<file path="src/rtl/fifo_wr_arbiter.sv">
// Round-robin packet arbiter that merges NREQ word streams into one FIFO write port.
// A grant is held for a whole packet or until MAX_BURST words, whichever ends first.
module fifo_wr_arbiter #(
  parameter int DSIZE     = 8,
  parameter int NREQ      = 4,
  parameter int MAX_BURST = 16
) (
  input  logic                  wclk,
  input  logic                  wrst_n,
  input  logic [NREQ-1:0]       in_valid,
  input  logic [NREQ-1:0]       in_last,
  input  logic [NREQ*DSIZE-1:0] in_data,
  output logic [NREQ-1:0]       in_ready,
  output logic [NREQ-1:0]       gnt,
  output logic                  winc,
  output logic [DSIZE-1:0]      wdata,
  input  logic                  wfull,
  output logic [15:0]           words_wr
);

  localparam int          GW = $clog2(NREQ);
  localparam int          CW = $clog2(MAX_BURST) + 1;
  localparam int unsigned NR = NREQ;

  localparam logic [0:0] ST_IDLE = 1'b0;
  localparam logic [0:0] ST_BUSY = 1'b1;

  logic [0:0]      r_state;
  logic [GW-1:0]   r_g;
  logic [GW-1:0]   r_p;
  logic [CW-1:0]   r_cnt;
  logic [NREQ-1:0] r_gnt;
  logic [15:0]     r_words_wr;

  logic            w_busy;
  logic            w_acc;
  logic            w_end;
  logic            w_found;
  logic [GW-1:0]   w_cand;
  logic [GW-1:0]   w_sel;
  logic [NREQ-1:0] w_sel_onehot;

  // Search starts just after the last-served requester, so it becomes lowest priority.
  always_comb begin
    w_sel   = r_p;
    w_cand  = r_p;
    w_found = 1'b0;
    for (int unsigned k = 1; k <= NR; k++) begin
      w_cand = GW'((32'(r_p) + k) % NR);
      if (!w_found && in_valid[w_cand]) begin
        w_sel   = w_cand;
        w_found = 1'b1;
      end
    end
  end

  assign w_sel_onehot = {{(NREQ-1){1'b0}}, 1'b1} << w_sel;

  assign w_busy = (r_state == ST_BUSY);
  assign w_acc  = w_busy & in_valid[r_g] & ~wfull;
  assign w_end  = in_last[r_g] | (r_cnt == CW'(MAX_BURST - 1));

  assign gnt      = r_gnt;
  assign in_ready = (w_busy & ~wfull) ? r_gnt : '0;
  assign winc     = w_acc;
  assign wdata    = w_busy ? in_data[r_g*DSIZE +: DSIZE] : '0;
  assign words_wr = r_words_wr;

  always_ff @(posedge wclk or negedge wrst_n) begin
    if (!wrst_n) begin
      r_state <= ST_IDLE;
      r_g     <= '0;
      r_p     <= GW'(NREQ - 1);
      r_cnt   <= '0;
      r_gnt   <= '0;
    end else begin
      case (r_state)
        ST_IDLE: begin
          if (w_found) begin
            r_state <= ST_BUSY;
            r_g     <= w_sel;
            r_p     <= w_sel;
            r_gnt   <= w_sel_onehot;
            r_cnt   <= '0;
          end
        end
        default: begin
          if (w_acc) begin
            if (w_end) begin
              r_state <= ST_IDLE;
              r_gnt   <= '0;
              r_cnt   <= '0;
            end else begin
              r_cnt <= r_cnt + 1'b1;
            end
          end
        end
      endcase
    end
  end

  always_ff @(posedge wclk or negedge wrst_n) begin
    if (!wrst_n) begin
      r_words_wr <= '0;
    end else if (w_acc) begin
      r_words_wr <= r_words_wr + 16'd1;
    end
  end

endmodule

</file>
<file path="config.mk">
export PLATFORM = sky130hd
export DESIGN_NAME = fifo_wr_arbiter
export DESIGN_NICKNAME = d
export VERILOG_FILES = /design/src/rtl/fifo_wr_arbiter.sv
export SDC_FILE = /design/constraint.sdc
export NUM_CORES = 1
export LEC_CHECK = 0
export CORE_UTILIZATION = 46
export CTS_BUF_LIST = sky130_fd_sc_hd__clkbuf_16
export DETAILED_ROUTE_END_ITERATION = 10
export GPL_ROUTABILITY_DRIVEN = 0
export PLACE_DENSITY = 0.85
export SETUP_SLACK_MARGIN = 0.2
export SLEW_MARGIN = 15
export SYNTH_ARGS = -nofsm -noshare
export SYNTH_HDL_FRONTEND = slang
export SYNTH_SLANG_ARGS = --single-unit
</file>
<file path="constraint.sdc">
create_clock -name wclk -period 3.8 [get_ports wclk]
set_input_delay 0.76 -clock wclk [delete_from_list [all_inputs] [get_ports wclk]]
set_output_delay 0.76 -clock wclk [all_outputs]
set_load 0.01 [all_outputs]
</file>
==> impl_metrics.py <==
metrics = {
    "cells_and_area": {
        "num_antenna_cells": 0,
        "layout_commonest_cell": "clkdlybuf4s50_1",
        "layout-drive-gt1-share_pct": 10.3,
        "fin_nets": 288,
        "area.growth.synth_to_final_pct": 49.9,
        "final_util_pct": 73.1,
        "stdcell_count": 291,
        "mostFrequentLayoutCells": "clkdlybuf4s50_1 (75), dfrtp_1 (28), and2_1 (14)",
    },
    "sta": {
        "finalClockSkew_ns": 0.00704,
        "holdWs_ns": 0.480,
        "slew_headroom_pct": 57.1,
        "hold_viol_final": 0,
        "max_freq_mhz": 324,
        "slew_viol_final": 0,
        "finalCriticalPeriod_ns": 3.09,
        "fin_crit_sh_pct": 81.2,
        "setup-violations-final": 0,
        "rsz0062_at_grt": "no",
        "tns_ns": 0,
        "worst_pin_slew_ns": 0.638,
    },
    "min_path": {
        "hold_start": "words_wr[15]",
        "hold-path-cell-count": 1,
        "hold_class": "register to register",
        "hold_end": "words_wr[15]",
    },
    "grt": {
        "grt_antenna_before_repair": 0,
        "grt_overflow_total": 0,
        "gr-usage-all-layers_pct": 24.7,
        "grt_start_max_net_pins": 31,
        "grt_pass1_vias": 1647,
        "grt_pass1_wl_um": 7960,
    },
    "logic_synthesis": {
        "syn_area_per_cell_sq_um": 10.9,
        "netlist_instances": 167,
        "synthFlopType": "dfrtp_1",
        "synth_warnings": 0,
        "ys_types": 46,
        "synth_edf_count": 0,
        "synthArstFlopShare_pct": 100,
        "yosysSeqAreaShare_pct": 41.3,
        "synth_nets": 213,
        "synth_area_sq_um": 1820,
        "yosys_register_bits": 30,
    },
    "floorplanning": {
        "start_util_pct": 48.7,
        "row_count": 22,
        "ios": 76,
        "die_h_um": 65.0,
        "core-area_sq_um": 3740,
        "die_w_um": 65.0,
        "die_area_sq_um": 4220,
    },
    "clock_tree": {
        "insertion_delay_ns": 0.28,
        "cts_setup_buffers": 0,
        "h-tree-depth": 2,
        "cts_tree": "done",
        "cts_hold_buffers": 0,
        "clock_path_buffers": 2,
        "cts_resized": 0,
        "clk_pin_slew_worst_paths_ns": 0.05,
        "cts_sinks": 30,
        "cts_buffers": 5,
        "cts-root-buf": "clkbuf_16",
    },
    "power": {
        "power_density_nw_per_um2": 634,
        "p_leak_nw": 1.11,
        "peakVddDrop_uv": 427,
        "power_mw": 1.74,
    },
    "setup_path": {
        "worstPathMaxFanout": 3,
        "worstSetupPathType": "primary input to output port",
        "slowest_stage": "clkdlybuf4s50_1",
        "r2r_start": "r_g[0]",
        "crit_family": "buffers and inverters",
        "slowest_delay_ns": 0.57,
        "timing.critical_path.from": "wfull",
        "rrSetupSlack_ns": 1.68,
        "required_ns": 3.04,
        "worst_ep_arrival_time_ns": 2.33,
        "worstRegToRegCells": 5,
        "path_common_cell": "clkdlybuf4s50_1",
        "cp-start-kind": "primary input",
        "r2r-end": "gnt[2]",
        "crit_chain": "clkdlybuf4s50_1 > or3b_4 > o22ai_4 > clkdlybuf4s50_1",
        "critPathCaptureType": "output port",
        "crit_buf_inv": 2,
    },
    "drt": {
        "route.detailed.drc": 0,
        "wl_per_cell_um": 16.5,
        "ant_nets": 0,
        "wl_um": 4790,
        "drt_iter0_drc": 69,
        "first_pass_iters": 4,
        "vias": 1638,
        "viasPerCell": 5.63,
    },
    "placement": {
        "dp.cells": 283,
        "port_buffers": 75,
        "dp_hpwl_um": 3360,
    },
    "run_status": {
        "outcome": "complete, no violations",
    },
    "run": {
        "maxCapViolCount": 0,
    },
}
flip-flops by register name, summed over array words and instances, names as in the netlist:
signal / count
gnt: 4
r_p: 2
r_state: 1
words_wr: 16
r_cnt: 5
r_g: 2
area by class of cell:
class	count	area (sq um)
Sequential cell	30	753
Clock inverter	3	16.3
Tap cell	48	60.1
Timing Repair Buffer	77	766
Clock buffer	5	125
Fill cell	288	1010
Multi-Input combinational cell	125	1000
Inverter	3	11.3
cell usage after synthesis (5+ instances only):
library cell   n  share of area, %
and3_1         5               1.7
xnor2_1       13               6.2
mux2i_1        6               3.3
nand4_1        9               3.1
a21oi_1        6               1.6
dfrtp_1       28                38
nor2_1        10               2.1
nand2_1        8               1.6
mux4_2         8               9.9
nand3_1        8               2.2
and2_1        14               4.8
through the flow:
| stage | instance area, sq um | setup WS (ns) |
|---|---|---|
| after floorplan | 1820 | 1.50 |
| after global placement | 2590 | 0.743 |
| after detailed placement | 2590 | 0.727 |
| after CTS | 2740 | 0.707 |
| after global routing | 2740 | 0.680 |
| final | 2740 | 0.713 |
how the worst max path moves through the flow:
stage / depth (start not counted) / end / slack [ns]
6_report: 4 / winc / 0.71
5_1_grt: 3 / wdata[0] / 0.68
4_1_cts: 4 / winc / 0.71
3_5_place_dp: 4 / winc / 0.73
3_3_place_gp: 4 / winc / 0.74
2_1_floorplan: 3 / winc / 1.50
routing by layer:
metal	vias up	GRT usage, %	wire (um)
met3	9	5.46	300
met5	-	0	0
met2	58	42.1	2330
met1	808	30.9	2090
li1	763	-	-
met4	0	8.06	70
where the power goes:
group | switching (mW) | internal, mW
clock | 0.142 | 0.239
combinational | 0.334 | 0.476
sequential | 0.140 | 0.405
cells by family (layout without fill, tap and decap cells):
| kind of cell | after synthesis | after routing | synth area share, % |
|---|---|---|---|
| simple gates | 69 | 69 | 22.2 |
| buf+inv | 12 | 88 | 3.70 |
| mux | 15 | 15 | 13.8 |
| xor+xnor | 15 | 15 | 7.20 |
| fa+ha+maj | 3 | 3 | 2.06 |
| flops | 30 | 30 | 41.3 |
| compound gates | 23 | 23 | 9.81 |
(Power assumes the default switching activity.)
==> patch (same settings) <==
`NREQ`: 4 -> 8.
--- a/src/rtl/fifo_wr_arbiter.sv
+++ b/src/rtl/fifo_wr_arbiter.sv
@@ -4,3 +4,3 @@
   parameter int DSIZE     = 8,
-  parameter int NREQ      = 4,
+  parameter int NREQ      = 8,
   parameter int MAX_BURST = 16
Ports: changed (5 resized); port bits go from 76 to 124. The function was not compared with the original's and may differ.
==> patch against the original RTL <==
Cell area up 70%. Routed wire length grew 83%. Die area increased by 70%. Setup slack worse by 300 ps. Area after synthesis rose by 73%. Sequential power up 18%. Clock power increased by 3%. Maximum frequency fell by 8.9%. Register-to-register slack got worse by 1200 ps. First-iteration DRC count grew 96%. Global-route usage rose by 1.1 points. Largest cell class unchanged. Sequential cell count increased by 6. Power increased by 120%.
==> patch: results (changes against the original RTL) <==
grt_usage_pct: 25.82  # was 24.74%
postPlaceCellArea_um2: 4501  # was 2594 um^2
leakagePower_nw: 1.824  # was 1.107 nW
arrival_ps: 2630  # was 2330 ps
port_buffers: 123  # was 75
peakVddDrop_v: 0.0004365  # was 0.0004270 V
grtUsageMet1_pct: 30.75  # was 30.91%
synth_compound_area_share_pct: 10.51  # was 9.808%
via_per_inst: 5.967  # was 5.629
fin_cells: 492  # was 291
crit_path_start: "in_valid[3]"  # was wfull
ys_top_cells_by_count: "33 x dfrtp_1, 29 x mux4_2, 24 x nand2_1, 21 x mux2i_1, 15 x xnor2_1"  # was 28 x dfrtp_1, 14 x and2_1, 13 x xnor2_1, 10 x nor2_1, 9 x nand4_1
status: "completed"  # unchanged
pre_cts_ws_ps: 199.4  # was 727.2 ps
syn-num-nets: 374  # was 213
wl_met2_um: 4825  # was 2330 um
grt_util_met3_pct: 4.031  # was 5.458%
holdWs_ps: 477.4  # was 480.1 ps
met2_usage_pct: 48.19  # was 42.06%
synth_mux_area_share_pct: 33.44  # was 13.79%
dp.cells: 484  # was 283
worstSetupEndpoint: "winc"  # unchanged
yosys_warnings: 0  # unchanged
reg2reg_to: "gnt[4]"  # was gnt[2]
dp_hpwl_um: 6942  # was 3363 um
r2r_setup_slack_ps: 530  # was 1680 ps
grt_max_degree: 22  # was 31
synthAdderAreaFrac_pct: 1.983  # was 2.058%
setup_viol: 0  # unchanged
synthTopCellsByArea: "dfrtp_1 26%, mux4_2 21%, mux2i_1 6.7%, xnor2_1 4.2%, mux2_2 3.9%"  # was dfrtp_1 38%, mux4_2 9.9%, xnor2_1 6.2%, and2_1 4.8%, mux2i_1 3.3%
synth_xor_area_share_pct: 6.109  # was 7.202%
syn2layout_area_growth_pct: 47.08  # was 49.93%
fmax_ghz: 0.2950  # was 0.3239 GHz
fill_cells: 458  # was 288
worst-slew-pin-transition_ps: 824.1  # was 638.5 ps
nets: 502  # was 288
slowest_stage: "mux4_2"  # was clkdlybuf4s50_1
dr.pass1.iters: 6  # was 4
wl_met1_um: 3368  # was 2092 um
holdPathEnd: "words_wr[15]"  # unchanged
max_stage_delay_ps: 540  # was 570 ps
syn_area_per_cell_um2: 11.03  # was 10.92 um^2
ys_seq_area_share_pct: 28.68  # was 41.29%
drive_gt1_share_pct: 17.11  # was 10.29%
fin_skew_ps: 7.046  # was 7.040 ps
rr_worst_depth: 8  # was 5
worstPathMaxFanout: 7  # was 3
wl_per_cell_um: 17.88  # was 16.47 um
-- patch: changes by cell type in the layout (fill, tap and decap cells not counted), moves of 6 or more --
cell             before  now
nand2b_1              1    7
nand2_1               8   24
nor2b_1               2   13
o21ai_0               2   12
clkdlybuf4s50_1      75  123
mux4_2                8   29
mux2_2                1   11
buf_4                 2   12
mux2i_1               6   21
-- patch: critical path: cells and delay by family --
family                 cells  cell delay [ps]
and+or+nand+nor            1              100
buffers and inverters      2             1020
muxes                      2              750
-- patch: power groups by stage --
stage	Clock (mW)	Sequential, mW	Combinational [mW]
after floorplan	0	0.602	1.98
after global placement	0	0.644	2.66
after detailed placement	0	0.654	2.73
after CTS	0.393	0.647	2.75
after global routing	0.408	0.666	2.99
final	0.392	0.643	2.77
-- patch: final cells by class --
cell class              count  area share, %
multi-input cells         230          46.47
clock inverters             3         0.2967
inverters                   6         0.4854
clock buffers               5          2.697
well taps                  77          2.077
flip-flops and latches     36          19.50
repair buffers            135          28.48
